==> src/rtl/hls_report_pkg.sv <==
// hls_report_pkg: shared constants, state type and packet length for the HLS result reporter
package hls_report_pkg;

    localparam logic [7:0] HDR_BYTE   = 8'hA5;
    localparam logic [7:0] ST_DONE    = 8'h01;
    localparam logic [7:0] ST_TIMEOUT = 8'h02;

    typedef enum logic [1:0] {
        IDLE,
        RUN,
        SEND
    } state_t;

    // Header, status and 4 count bytes precede the result bytes
    function automatic int PKT_BYTES(input int data_bytes);
        return 6 + data_bytes;
    endfunction

endpackage

==> src/rtl/hls_byte_serializer.sv <==
// hls_byte_serializer: streams a parallel packet as valid/ready bytes, byte 0 first
module hls_byte_serializer #(
    parameter int NBYTES = 10
) (
    input  logic                clk,
    input  logic                reset,
    input  logic                load,
    input  logic [8*NBYTES-1:0] pkt,
    output logic [7:0]          tx_data,
    output logic                tx_valid,
    input  logic                tx_ready,
    output logic                done
);

    localparam int IW = $clog2(NBYTES + 1);

    logic [IW-1:0] idx;
    logic [IW-1:0] nxt_idx;
    logic          fire;
    logic          last;

    // Handshake decode; done marks the accepted final byte
    always_comb begin
        fire    = tx_valid & tx_ready;
        last    = idx == IW'(NBYTES - 1);
        nxt_idx = idx + IW'(1);
        done    = fire & last;
    end

    // Byte 0 is captured at load; later bytes come from pkt, which the owner holds stable while sending
    always_ff @(posedge clk) begin
        if (reset) begin
            idx      <= '0;
            tx_valid <= 1'b0;
            tx_data  <= 8'h00;
        end else if (load) begin
            idx      <= '0;
            tx_valid <= 1'b1;
            tx_data  <= pkt[7:0];
        end else if (fire) begin
            idx      <= last ? '0 : nxt_idx;
            tx_valid <= !last;
            tx_data  <= last ? 8'h00 : 8'(pkt >> {nxt_idx, 3'b000});
        end
    end

endmodule

==> src/rtl/hls_result_reporter.sv <==
// hls_result_reporter: times an HLS run and reports status, cycle count and result as a byte packet
module hls_result_reporter
    import hls_report_pkg::*;
#(
    parameter int          DATA_BYTES     = 4,
    parameter int unsigned TIMEOUT_CYCLES = 16777216
) (
    input  logic                    clk,
    input  logic                    reset,
    input  logic                    hls_start,
    input  logic                    hls_finish,
    input  logic [8*DATA_BYTES-1:0] hls_return_val,
    output logic [7:0]              tx_data,
    output logic                    tx_valid,
    input  logic                    tx_ready,
    output logic                    busy
);

    localparam int N  = PKT_BYTES(DATA_BYTES);
    localparam int RW = 8 * DATA_BYTES;

    state_t         state;
    logic [31:0]    cyc_cnt;
    logic [31:0]    cnt_inc;
    logic [31:0]    cnt_l;
    logic [RW-1:0]  res_l;
    logic [7:0]     status;
    logic           fin;
    logic           tmo;
    logic           load;
    logic           done;
    logic [8*N-1:0] pkt;

    // Saturating count, finish/timeout decode (finish wins) and packet assembly from latched fields
    always_comb begin
        cnt_inc = (&cyc_cnt) ? cyc_cnt : cyc_cnt + 32'd1;
        fin     = (state == RUN) && hls_finish;
        tmo     = (state == RUN) && !hls_finish && (TIMEOUT_CYCLES != 0)
                  && ({1'b0, cyc_cnt} + 33'd1 == 33'(TIMEOUT_CYCLES));
        load    = fin | tmo;
        pkt     = {res_l, cnt_l, status, HDR_BYTE};
    end

    // Control FSM: start opens RUN, finish or timeout latches the report, final handshake returns to IDLE
    always_ff @(posedge clk) begin
        if (reset) begin
            state   <= IDLE;
            busy    <= 1'b0;
            cyc_cnt <= '0;
            cnt_l   <= '0;
            res_l   <= '0;
            status  <= 8'h00;
        end else begin
            case (state)
                IDLE: begin
                    if (hls_start) begin
                        state   <= RUN;
                        busy    <= 1'b1;
                        cyc_cnt <= '0;
                    end
                end
                RUN: begin
                    cyc_cnt <= cnt_inc;
                    if (fin) begin
                        state  <= SEND;
                        cnt_l  <= cnt_inc;
                        res_l  <= hls_return_val;
                        status <= ST_DONE;
                    end else if (tmo) begin
                        state  <= SEND;
                        cnt_l  <= 32'(TIMEOUT_CYCLES);
                        res_l  <= '0;
                        status <= ST_TIMEOUT;
                    end
                end
                SEND: begin
                    if (done) begin
                        state <= IDLE;
                        busy  <= 1'b0;
                    end
                end
                default: begin
                    state <= IDLE;
                    busy  <= 1'b0;
                end
            endcase
        end
    end

    hls_byte_serializer #(
        .NBYTES(N)
    ) u_ser (
        .clk     (clk),
        .reset   (reset),
        .load    (load),
        .pkt     (pkt),
        .tx_data (tx_data),
        .tx_valid(tx_valid),
        .tx_ready(tx_ready),
        .done    (done)
    );

endmodule
==> config.mk <==
export PLATFORM = sky130hd
export DESIGN_NAME = hls_result_reporter
export DESIGN_NICKNAME = d
export VERILOG_FILES = /design/src/rtl/hls_report_pkg.sv /design/src/rtl/hls_byte_serializer.sv /design/src/rtl/hls_result_reporter.sv
export SDC_FILE = /design/constraint.sdc
export NUM_CORES = 1
export LEC_CHECK = 0
export ABC_AREA = 0
export CAP_MARGIN = 10
export CORE_ASPECT_RATIO = 0.6
export CORE_MARGIN = 1.5
export CORE_UTILIZATION = 64
export DETAILED_ROUTE_END_ITERATION = 12
export DONT_BUFFER_PORTS = 1
export PLACE_DENSITY = 0.84
export SLEW_MARGIN = 20
export SYNTH_ARGS = -nofsm -noshare
export SYNTH_HDL_FRONTEND = slang
export SYNTH_SLANG_ARGS = --single-unit
==> constraint.sdc <==
create_clock -name clk -period 6.6 [get_ports clk]
set_clock_uncertainty 0.05 [all_clocks]
set_input_delay 1.32 -clock clk [delete_from_list [all_inputs] [get_ports clk]]
set_output_delay 1.32 -clock clk [all_outputs]
set_load 0.05 [all_outputs]
==> summary.md <==
| Metric | Value |
|---|---|
| Run status | `finished, final reports clean` |
| EDFF count, synth | `0` |
| Distinct cell type count after synthesis | `58` |
| Dpl cells | `870` |
| Number of remaining DRC errors | `0` |
| Seq pwr share | `0.416` |
| Worst-case clock buffer depth | `2` |
| Number of buffers added to fix hold violations after cts | `0` |
| Transition time at the pin with the least slew margin | `between 0.9 and 1 ns` |
| Final max-slew violation count | `0` |
| Switching share of power | `0.2620` |
| Cell at the root of the clock tree | `sky130_fd_sc_hd__clkbuf_16` |
| Final number of setup-violating endpoints | `0` |
| Reg clk slew, reported paths | `0.06 ns` |
| Setup repair after global routing missed its margin | `false` |
| Vias in the first global route | `roughly 5,300` |
| Wire length on met3 | `2312 um` |
| Total Negative Setup Slacks | `0 ns` |
| GRT overflow | `0` |
| Type of origin of the critical path | `flop` |
| Routed wire length | `17,700 um` |
| Final standard cell utilization of the core | `0.7220` |
| Most common cell after layout, fill and taps aside | `sky130_fd_sc_hd__nand2_1` |
| Period minus WS final | `4.053 ns` |
| Share of the yosys chip area belonging to registers | `0.3743` |
| Crit. End Element | `flop` |
| MaxCap Viol Count | `0` |
| Clk sinks | `114` |
| RePlAce Congestion | `0.9385` |
| Post-Syn Nets | `844` |
| Iteration-0 DRC Markers | `878` |
| Tot GR Track Use | `0.3537` |
| Metal2 WL | `~7400 um` |
| Average footprint of a synthesized cell | `approximately 7.6 um^2` |
| Count of buffers inserted at the top-level ports | `0` |
| Synth Cell Area | `6097 um^2` |
| Routed metal-1 wire length | `7643 um` |
| H-Tree Level Count | `4` |
| Full die area | `10,140 um^2` |
| Area inside the core boundary | `9223 um^2` |
| Proportion of power drawn by the clock network | `0.516` |
| Initial cell density of the core | `0.6611` |
| Slew margin rel. | `0.3359` |
| Share of total power in combinational logic | `0.068` |
| Share of flip-flops with an asynchronous set or reset | `0` |
| Number of nets with antenna violations after detailed routing | `0` |
| Worst hold-check path type | `flop to flop` |
| WL/cell | `19.60 um` |
| Arrival @ worst endpoint | `4.26 ns` |
| Cts bufs inserted | `17` |
| Share of post-route cells with drive strength above 1 | `0.08021` |
| Syn-to-layout area delta | `9.214%` |
| Latest clock arrival within the worst-skew pair | `0.42 ns` |
| Net switching power figure | `0.0004644 W` |
| Non-filler instance count after layout | `approximately 900` |
| Total leakage power | `2.298 nW` |
| Data required time of the critical path | `6.81 ns` |
| Hold Worst Slack | `between 0.4 and 0.5 ns` |
| Count of cells resized by post-cts repair | `0` |
| Worst Hold Depth | `2` |
| Top FF cell, synth | `sky130_fd_sc_hd__dfxtp_1` |
| Via-to-Cell Ratio | `6.787` |
| Ratio of total power to cell area | `266.2 nW/um^2` |
| Fmax | `246.7 MHz` |
| Most frequent cells in the layout | `152 x sky130_fd_sc_hd__nand2_1, 114 x sky130_fd_sc_hd__dfxtp_1, 105 x sky130_fd_sc_hd__o21ai_0` |
| Detailed-router iteration count before antenna repair | `6` |
| Number of antenna violations at the first check in global routing | `0` |
| Hold violation total from the final report | `0` |
| Clock tree from TritonCTS | `yes` |
| # nets final | `801` |
| Cell count after synthesis | `803` |
| Chip height | `about 79 um` |
| R2R cell count | `8` |
| #FFs+latches synth | `114` |
| Max IR drop VDD | `approximately 0.22 mV` |
| Number of top-level pins | `47` |
| HPWL after detailed placement | `11,590 um` |
| Horizontal die dimension | `roughly 130 um` |
| Wire length of the first global-routing pass | `27,580 um` |
| Via count of the routed design | `6,129` |
| Core Rows | `27` |
| Highest net fanout along the worst path | `73` |
| Pin count of the biggest net entering global routing | `74` |
| Top layer in use | `met4` |
| Count of yosys warnings during synthesis | `0` |
| Final period util | `0.6141` |
| Post-CTS Setup Repair Bufs | `0` |
| Design internal power | `0.001308 W` |
| Number of diodes added for antenna fixing | `0` |
| Worst setup path class | `flop to flop` |
## cell type report
cell class | count | area (um^2)
clock inverters | 14 | 158.9
repair buffers | 7 | 72.57
well taps | 130 | 162.7
inverters | 5 | 18.77
multi-input cells | 615 | 3535
clock buffers | 18 | 429.2
fillers | 702 | 2564
flip-flops and latches | 114 | 2282
## power groups by stage
stage	Clock [W]	Sequential (W)	Combinational (W)
after floorplan	0	0.000747	0.0000897
after global placement	0	0.000751	0.000109
after detailed placement	0	0.000752	0.000114
after CTS	0.000912	0.000738	0.000115
after global routing	0.000944	0.000740	0.000130
final	0.000914	0.000738	0.000120
## per-layer routing
layer,global-route usage,up-vias
met2,0.5080,468
met1,0.5230,2837
met5,0,-
met3,0.07430,45
met4,0.1213,0
li1,-,2779
## flip-flops by register name, summed over array words and instances (netlist names)
register and count:
u_ser.idx 4, status 2, cyc_cnt 32, busy 1, state 2, u_ser.tx_valid 1, cnt_l 32, u_ser.tx_data 8
res_l 32
## logic make-up (layout without fill, tap and decap cells)
family / Yosys count / after routing / share of synthesized area
fa+ha+maj: 4 / 4 / 0.008209
compound gates: 230 / 230 / 0.2181
mux: 24 / 24 / 0.05705
simple gates: 328 / 328 / 0.2512
flops: 114 / 114 / 0.3743
buf+inv: 74 / 44 / 0.04946
xor+xnor: 29 / 29 / 0.04166
## synthesized netlist by cell type (all sizes together), types with 4 or more instances
library cell / number / area share
a21oi: 42 / 0.034
a22oi: 13 / 0.016
a31oi: 9 / 0.0092
and2: 6 / 0.0062
and3: 8 / 0.0082
and4: 9 / 0.013
buf: 13 / 0.010
clkbuf: 56 / 0.036
dfxtp: 114 / 0.37
ha: 4 / 0.0082
inv: 5 / 0.0031
mux2: 6 / 0.011
mux2i: 10 / 0.016
mux4: 8 / 0.030
nand2: 152 / 0.094
nand3: 23 / 0.019
nand4: 18 / 0.019
nor2: 52 / 0.032
nor2b: 8 / 0.0082
nor3: 31 / 0.025
nor4: 4 / 0.0066
o21ai: 122 / 0.10
o22ai: 7 / 0.0072
o31ai: 5 / 0.0062
or3: 6 / 0.0062
xnor2: 16 / 0.023
xor2: 13 / 0.019
## through the flow
step	total power [W]	setup slack, ns	cell area (um^2)
after floorplan	0.0008365	3.628	6097
after global placement	0.0008597	2.815	6043
after detailed placement	0.0008652	2.736	6043
after CTS	0.001764	2.702	6631
after global routing	0.001814	2.324	6659
final	0.001773	2.547	6659
## critical path, cell delays in order, from the launching register on
cell,delay (ns)
sky130_fd_sc_hd__dfxtp_1,0.58
sky130_fd_sc_hd__and4_1,0.38
sky130_fd_sc_hd__nand4_1,0.47
sky130_fd_sc_hd__or4_1,0.66
sky130_fd_sc_hd__a211oi_1,0.36
sky130_fd_sc_hd__nand4b_1,0.25
sky130_fd_sc_hd__nor4_4,0.30
sky130_fd_sc_hd__buf_4,0.60
sky130_fd_sc_hd__o22ai_1,0.22
## path summary, 6_finish.rpt
path | start | to | slack [ns]
worst min register to register | res_l[26] | res_l[26] | 0.41
worst max register to register | cyc_cnt[4] | cnt_l[21] | 2.55
worst max-delay path | cyc_cnt[4] | cnt_l[21] | 2.55
worst min-delay path | res_l[26] | res_l[26] | 0.41
Power figures use the tool's default switching activity.
